--- config.mk ---
export PLATFORM = sky130hd
export DESIGN_NAME = mem_access_unit
export DESIGN_NICKNAME = d
export VERILOG_FILES = /design/src/rtl/mem_access_unit.sv
export SDC_FILE = /design/constraint.sdc
export NUM_CORES = 1
export LEC_CHECK = 0
export ABC_AREA = 1
export CAP_MARGIN = 25
export CORE_ASPECT_RATIO = 1.75
export CORE_MARGIN = 4
export CORE_UTILIZATION = 42
export CTS_CLUSTER_SIZE = 12
export DETAILED_ROUTE_END_ITERATION = 7
export GPL_ROUTABILITY_DRIVEN = 0
export PLACE_DENSITY = 0.74
export REMOVE_ABC_BUFFERS = 1
export SYNTH_ARGS = -nofsm -noshare
export SYNTH_HDL_FRONTEND = slang
export SYNTH_SLANG_ARGS = --single-unit
--- constraint.sdc ---
create_clock -name clk -period 2.1 [get_ports clk]
set_clock_uncertainty 0.1 [all_clocks]
set_input_delay 0.21 -clock clk [delete_from_list [all_inputs] [get_ports clk]]
set_output_delay 0.21 -clock clk [all_outputs]
set_load 0.03 [all_outputs]
--- src/rtl/mem_access_unit.sv ---
// MEM-stage load/store unit: word-aligned memory access, load extension,
// sub-word stores via a two-cycle read-modify-write, fault flagging.
module mem_access_unit #(
    parameter int unsigned RAM_SIZE = 128
) (
    input  logic        clk,
    input  logic        reset,
    input  logic        req_valid,
    input  logic        req_wr,
    input  logic [1:0]  req_size,
    input  logic        req_signed,
    input  logic [31:0] req_addr,
    input  logic [31:0] req_wdata,
    output logic        stall,
    output logic [31:0] load_data,
    output logic        load_valid,
    output logic        exc,
    output logic [31:0] exc_addr,
    output logic        mem_rd,
    output logic        mem_wr,
    output logic [31:0] mem_addr,
    output logic [31:0] mem_wdata,
    input  logic [31:0] mem_rdata
);

    typedef enum logic {
        IDLE,
        MERGE
    } state_t;

    state_t      state;
    logic [31:0] lat_rdata;
    logic [29:0] lat_waddr;
    logic [15:0] lat_wdata;
    logic        lat_half;
    logic [1:0]  lat_off;

    logic is_word;
    logic fault;
    logic accept;

    function automatic logic [31:0] extend(input logic [31:0] word, input logic [1:0] size,
                                           input logic [1:0] off, input logic sgn);
        logic [31:0] sh;
        logic [7:0]  b;
        logic [15:0] h;
        sh = word >> {off, 3'b000};
        b  = sh[7:0];
        h  = off[1] ? word[31:16] : word[15:0];
        case (size)
            2'b00:   extend = {{24{sgn & b[7]}}, b};
            2'b01:   extend = {{16{sgn & h[15]}}, h};
            default: extend = word;
        endcase
    endfunction

    function automatic logic [31:0] merge(input logic [31:0] word, input logic [15:0] wd,
                                          input logic half, input logic [1:0] off);
        logic [4:0]  sh;
        logic [31:0] mask;
        logic [31:0] data;
        if (half) begin
            sh   = {off[1], 4'b0000};
            mask = 32'h0000_FFFF << sh;
            data = {16'h0000, wd} << sh;
        end else begin
            sh   = {off, 3'b000};
            mask = 32'h0000_00FF << sh;
            data = {24'h00_0000, wd[7:0]} << sh;
        end
        merge = (word & ~mask) | (data & mask);
    endfunction

    // Reserved size 11 behaves as a word access.
    assign is_word = req_size[1];
    assign fault   = (req_size == 2'b01 && req_addr[0])
                   || (is_word && req_addr[1:0] != 2'b00)
                   || (req_addr >= 32'(RAM_SIZE));
    assign accept  = !reset && state == IDLE && req_valid && !fault;

    // Memory side is decoded combinationally; reset suppresses every enable,
    // which is what drops a pending merge write.
    always_comb begin
        mem_rd    = 1'b0;
        mem_wr    = 1'b0;
        stall     = 1'b0;
        mem_addr  = {req_addr[31:2], 2'b00};
        mem_wdata = req_wdata;
        if (!reset) begin
            case (state)
                IDLE: begin
                    if (accept) begin
                        if (!req_wr) begin
                            mem_rd = 1'b1;
                        end else if (is_word) begin
                            mem_wr = 1'b1;
                        end else begin
                            mem_rd = 1'b1;
                            stall  = 1'b1;
                        end
                    end
                end
                MERGE: begin
                    mem_wr    = 1'b1;
                    mem_addr  = {lat_waddr, 2'b00};
                    mem_wdata = merge(lat_rdata, lat_wdata, lat_half, lat_off);
                end
                default: ;
            endcase
        end
    end

    always_ff @(posedge clk) begin
        if (reset) begin
            state      <= IDLE;
            load_data  <= '0;
            load_valid <= 1'b0;
            exc        <= 1'b0;
            exc_addr   <= '0;
            lat_rdata  <= '0;
            lat_waddr  <= '0;
            lat_wdata  <= '0;
            lat_half   <= 1'b0;
            lat_off    <= '0;
        end else begin
            load_valid <= 1'b0;
            exc        <= 1'b0;
            case (state)
                IDLE: begin
                    if (req_valid) begin
                        if (fault) begin
                            exc      <= 1'b1;
                            exc_addr <= req_addr;
                        end else if (!req_wr) begin
                            load_valid <= 1'b1;
                            load_data  <= extend(mem_rdata, req_size, req_addr[1:0], req_signed);
                        end else if (!is_word) begin
                            lat_rdata <= mem_rdata;
                            lat_waddr <= req_addr[31:2];
                            lat_wdata <= req_wdata[15:0];
                            lat_half  <= req_size[0];
                            lat_off   <= req_addr[1:0];
                            state     <= MERGE;
                        end
                    end
                end
                MERGE: state <= IDLE;
                default: state <= IDLE;
            endcase
        end
    end

endmodule

==> out/metrics.yaml, run 1 <==
period_share_pct: 102
path_buf_inv: 5
power_leakage_nw: 5.69
drtAntennaViolNets: 0
cp.arrival_ps: 1830
grt_pass1_vias: 8377
dr.pass1.iters: 6
rsz0062_at_grt: "true"
cp-end-kind: "primary output"
crit_slowest_cell: "dfxtp_4"
vdd.ir_drop.worst_v: 0.000454
synth_warnings: 0
grt_usage_pct: 26.5
dpl_worst_slack_ps: -113
drt-wirelength-per-cell_um: 15.0
ys_ff_latch: 148
netlist_instances: 1241
fin_nets: 1612
met2_length_um: 13800
stdcell_area_um2: 11200
syn_to_final_growth_pct: 50.8
yosysTopAreaCell: "dfxtp_1"
place_area_um2: 10200
maxCapViolCount: 0
synth_top_cells_by_area: "dfxtp_1 (40%), nand2_1 (19%), nor2_1 (15%)"
start_util_pct: 42.5
setup_viol: 3
worst-path-max-fanout: 5
vias: 8471
clockBufferDepth: 2
dieArea_um2: 19900
grt_overflow: 0
yosysSeqAreaShare_pct: 40.0
p_per_area_nw_per_um2: 630
wl_met3_um: 1630
finalPower_mw: 7.05
grt_pass1_wl_um: 41400
antenna_found_initial: 0
htreeDepth: 4
drv_slew: 0
path_cells: "inv_8 -> nand2_4 -> inv_4 -> nor2_4 -> buf_6 -> buf_4 -> o21ai_1 -> o21ai_1 -> buf_4"
die_w_um: 108
viasPerCell: 4.83
start_kind: "flip-flop"
violations: "setup timing"
drive_above_1_share_pct: 15.2
crit_required_ps: 1790
grt_max_degree: 75
hold_class: "in -> reg"
fp.dieH_um: 184
synth_top_area_share_pct: 40.0
core_um2: 17500
status: "complete, but fails checks"
min_period_ps: 2140
drt-total-wl_um: 26300
ios: 236
setup_tns_ps: -40.3
critPathMaxStageDelay_ps: 370
critPathKind: "reg -> out"
syn_area_um2: 7410
cts.sinks: 148
io_buffers: 233
highest_layer: "met4"
avgSynthCellArea_um2: 5.97
met1Wirelength_um: 9530
clk_pin_slew_ps: 70
place_hpwl_um: 19300
n_antenna_cell: 0
cts_buffers: 17
cp_top_family: "buffers and inverters"
drtIter0Drc: 421
cts_root_buf: "clkbuf_16"
clock_latency_ps: 420
fmax_mhz: 468
post-route-drc-count: 0
rows: 64
hold_viol_final: 0
hold_buffers: 0
setup_ws_ps: -36.5
tritoncts: "built"
yosysUniqueCellTypes: 23
## final timing paths
check	depth (start not counted)	slack (ps)	startpoint	to
worst max-delay path	9	-40	lat_half	mem_wdata[17]
worst min-delay path	3	90	req_addr[0]	exc_addr[0]
worst max register to register	8	310	state	lat_wdata[2]
worst min register to register	2	360	lat_waddr[15]	lat_waddr[15]
## layout make-up
| class | instances | area, µm² |
|---|---|---|
| fillers | 1584 | 6280 |
| well taps | 231 | 289 |
| repair buffers | 318 | 3020 |
| inverters | 148 | 581 |
| clock buffers | 17 | 425 |
| multi-input cells | 876 | 3740 |
| clock inverters | 15 | 161 |
| flip-flops and latches | 148 | 2970 |
## repair_timing
item | in CTS | in global routing
gates resized for setup | 54 | 32
pin swaps | 15 | 16
gates cloned | 2 | 0
endpoints found under the setup margin | 37 | 64
setup buffers | 6 | 8
## sequential cells by signal, indices dropped and copies added (netlist names)
name and flops:
exc 1, exc_addr 32, lat_half 1, lat_off 2
lat_rdata 32, lat_waddr 30, lat_wdata 16, load_data 32
load_valid 1, state 1
## layer usage
layer | track usage [%] | up-vias
met3 | 5.98 | 98
met5 | 0 | -
met1 | 27.3 | 3786
met2 | 49.0 | 298
li1 | - | 4289
met4 | 13.4 | 0
## tightest hold or removal path, delay by kind of cell
kind	cells	cell delay, ps
buf+inv	1	200
simple gates	2	170
## cell usage in the layout, fill, tap and decap left out, types with 8 or more instances in the layout
cell and instances:
inv_1 139, dfxtp_1 144, a22oi_1 8, a21oi_1 33, clkdlybuf4s50_1 165, nand4_1 9, clkbuf_16 17, buf_12 12
nand3_1 41, buf_4 132, nor2_2 14, o21ai_0 57, nand2_1 375, o21ai_1 20, nor2_1 289
## metrics by stage
step | util, % | instances | hold WS (ps)
4_1_cts | 63.4 | 1746 | 280
6_report | 64.0 | 1753 | 88.9
2_1_floorplan | - | 1172 | 182
3_5_place_dp | 58.6 | 1706 | 348
5_1_grt | 64.0 | 1753 | 121
3_3_place_gp | 58.6 | 1706 | 342
## report_power, final
group | internal, mW | switching, mW
registers | 2.85 | 0.0205
clock network | 1.69 | 1.39
logic | 0.486 | 0.608
total | 5.03 | 2.02
## cells by family (layout without fill, tap and decap cells)
logic type      after synthesis  after routing  synth area share (%)
simple gates                737            737                  38.6
buf+inv                     218            498                  11.7
flops                       148            148                  40.0
compound gates              137            137                  9.74
other cells                   1              2                0.0506
## cell usage after synthesis
| cell | count |
|---|---|
| nand2_1 | 377 |
| nor2_1 | 305 |
| dfxtp_1 | 148 |
| inv_1 | 146 |
| o21ai_0 | 80 |
| clkbuf_1 | 43 |
| nand3_1 | 42 |
| a21oi_1 | 39 |
| buf_2 | 21 |
| nand4_1 | 9 |
| a22oi_1 | 8 |
| o22ai_1 | 7 |
| buf_4 | 4 |
| o211ai_1 | 3 |
| buf_1 | 1 |
| buf_6 | 1 |
| clkinv_1 | 1 |
| conb_1 | 1 |
| inv_2 | 1 |
| nand3_2 | 1 |
| nor2_2 | 1 |
| nor2_4 | 1 |
| nor3_1 | 1 |
Power figures use the tool's default switching activity.
==> run 2: changes to the inputs <==
--- a/config.mk
+++ b/config.mk
@@ -7,14 +7,15 @@
 export LEC_CHECK = 0
 export ABC_AREA = 1
 export CAP_MARGIN = 25
+export CELL_PAD_IN_SITES_DETAIL_PLACEMENT = 0
+export CELL_PAD_IN_SITES_GLOBAL_PLACEMENT = 1
 export CORE_ASPECT_RATIO = 1.75
 export CORE_MARGIN = 4
-export CORE_UTILIZATION = 42
+export CORE_UTILIZATION = 31
 export CTS_CLUSTER_SIZE = 12
 export DETAILED_ROUTE_END_ITERATION = 7
 export GPL_ROUTABILITY_DRIVEN = 0
-export PLACE_DENSITY = 0.74
-export REMOVE_ABC_BUFFERS = 1
+export PLACE_DENSITY_LB_ADDON = 0.1
 export SYNTH_ARGS = -nofsm -noshare
 export SYNTH_HDL_FRONTEND = slang
 export SYNTH_SLANG_ARGS = --single-unit
==> out/metrics.yaml, run 2 (synthesis results as in run 1) <==
io_buffers: 233  # unchanged
grt_pass1_vias: 8306  # -0.85%
core_um2: 23400  # +34%
ff2ff_path_depth: 8  # unchanged
rsz0062_at_grt: "true"
fp.dieH_um: 213  # +16%
power_leakage_nw: 5.87  # +3.1%
grt_usage_pct: 21.4  # -5.1 points
p_per_area_nw_per_um2: 622  # -1.4%
hold_viol_final: 0  # unchanged
drt-wirelength-per-cell_um: 16.0  # +6.4%
cp-end-kind: "primary output"
hold_buffers: 0  # unchanged
fmax_mhz: 485  # +3.7%
dr.pass1.iters: 5  # -1
r2r_end: "lat_rdata[16]"
setup_tns_ps: 0  # +40.3 ps
clock_latency_ps: 430  # about the same
grt_pass1_wl_um: 44800  # +8.3%
grt_max_degree: 92  # +23%
drv_slew: 0  # unchanged
drt-total-wl_um: 29500  # +12%
htreeDepth: 4  # unchanged
hold_class: "in -> reg"
met1Wirelength_um: 11000  # +16%
cts_root_buf: "clkbuf_16"
drtIter0Drc: 377  # -10%
rrSetupSlack_ps: 350  # +40 ps
tritoncts: "built"
maxCapViolCount: 0  # unchanged
cts_buffers: 17  # unchanged
setup_ws_ps: 39.1  # +75.7 ps
wl_met3_um: 1640  # +0.80%
critPathKind: "reg -> out"
viasPerCell: 4.50  # -6.9%
start_util_pct: 31.7  # -11 points
grt_overflow: 0  # unchanged
layout_commonest_cell: "nand2_1"
dieArea_um2: 26600  # +33%
r2r_start: "state"
drive_above_1_share_pct: 17.2  # +2.0 points
die_w_um: 125  # +15%
holdPathStages: 4  # +1
vdd.ir_drop.worst_v: 0.000432  # -4.9%
cts.sinks: 148  # unchanged
post-route-drc-count: 0  # unchanged
place_hpwl_um: 21800  # +13%
ios: 236  # unchanged
clk_pin_slew_ps: 60  # about the same
cp.arrival_ps: 1750  # -80 ps
crit_required_ps: 1790  # about the same
status: "complete, no violations"
hold_start: "req_addr[21]"
largestRegisters: "exc_addr: 32 flops, lat_rdata: 32 flops, load_data: 32 flops"
drtAntennaViolNets: 0  # unchanged
start_kind: "flip-flop"
dpl_worst_slack_ps: -295  # -182 ps
layout_common_cells: "nand2_1 (371), nor2_1 (291), clkdlybuf4s50_1 (161), dfxtp_1 (145), inv_1 (138)"
vias: 8318  # -1.8%
min_period_ps: 2060  # -75.7 ps
worst-path-max-fanout: 13  # +8
syn_to_final_growth_pct: 57.8
setup_viol: 0  # -3
antenna_found_initial: 2  # +2
highest_layer: "met5"
period_share_pct: 98.1  # -3.6 points
fin_nets: 1633  # +1.3%
hold_path_end: "exc_addr[21]"
met2_length_um: 15800  # +14%
rows: 74  # +16%
clockBufferDepth: 2  # unchanged
-- run 2: how the worst max path moves through the flow --
stage,end,depth (start not counted),start,slack [ps]
after floorplan,mem_addr[2],6,state,40
after global placement,mem_wr,10,req_addr[16],-260
after detailed placement,mem_wr,10,req_addr[16],-290
after CTS,mem_wdata[6],7,state,0.3
after global routing,mem_wdata[27],9,state,-50
final,mem_wdata[27],9,state,40
-- run 2: worst max-delay path, cell delays in order, from the launching register on --
cell     delay, ps
dfxtp_2        330
inv_2           50
nor2_4         110
buf_12         140
buf_12         120
inv_16          60
buf_4          140
a21oi_1        110
a21oi_1         80
buf_4          170
-- run 2: what timing repair did --
item,in CTS,in global routing
pin swaps,13,8
gates cloned,1,5
setup buffers,6,5
gates resized for setup,46,64
endpoints found under the setup margin,63,51
-- run 2: through the flow --
step | hold WS [ps] | instance area (µm²) | cells | power (mW) | util, %
floorplan | 182 | 7420 | 1242 | 3.43 | -
global placement | 341 | 10600 | 1798 | 4.06 | 45.1
detailed placement | 346 | 10600 | 1798 | 4.06 | 45.1
CTS | 139 | 11300 | 1837 | 7.36 | 48.4
global route | 113 | 11700 | 1848 | 7.55 | 50.0
finish | 94.1 | 11700 | 1848 | 7.27 | 50.0
-- run 2: final cells by class --
type / instances / area [µm²]
clock buffers: 22 / 484
repair buffers: 337 / 3330
flip-flops and latches: 148 / 2970
fillers: 2487 / 11700
repair inverters: 2 / 25.0
clock inverters: 10 / 145
multi-input cells: 876 / 3790
inverters: 148 / 577
diodes: 1 / 2.50
well taps: 304 / 380
-- run 2: per-layer routing --
metal / GRT usage [%] / up-vias
li1: - / 4334
met1: 22.4 / 3740
met2: 40.6 / 200
met3: 5.73 / 42
met4: 8.46 / 2
met5: 0 / -
-- run 2: where the power goes --
part	leakage [nW]	internal (mW)	total (mW)	switching, mW
registers	1.20	2.85	2.87	0.0202
clock network	0.303	2.01	3.27	1.26
logic	4.36	0.508	1.14	0.627
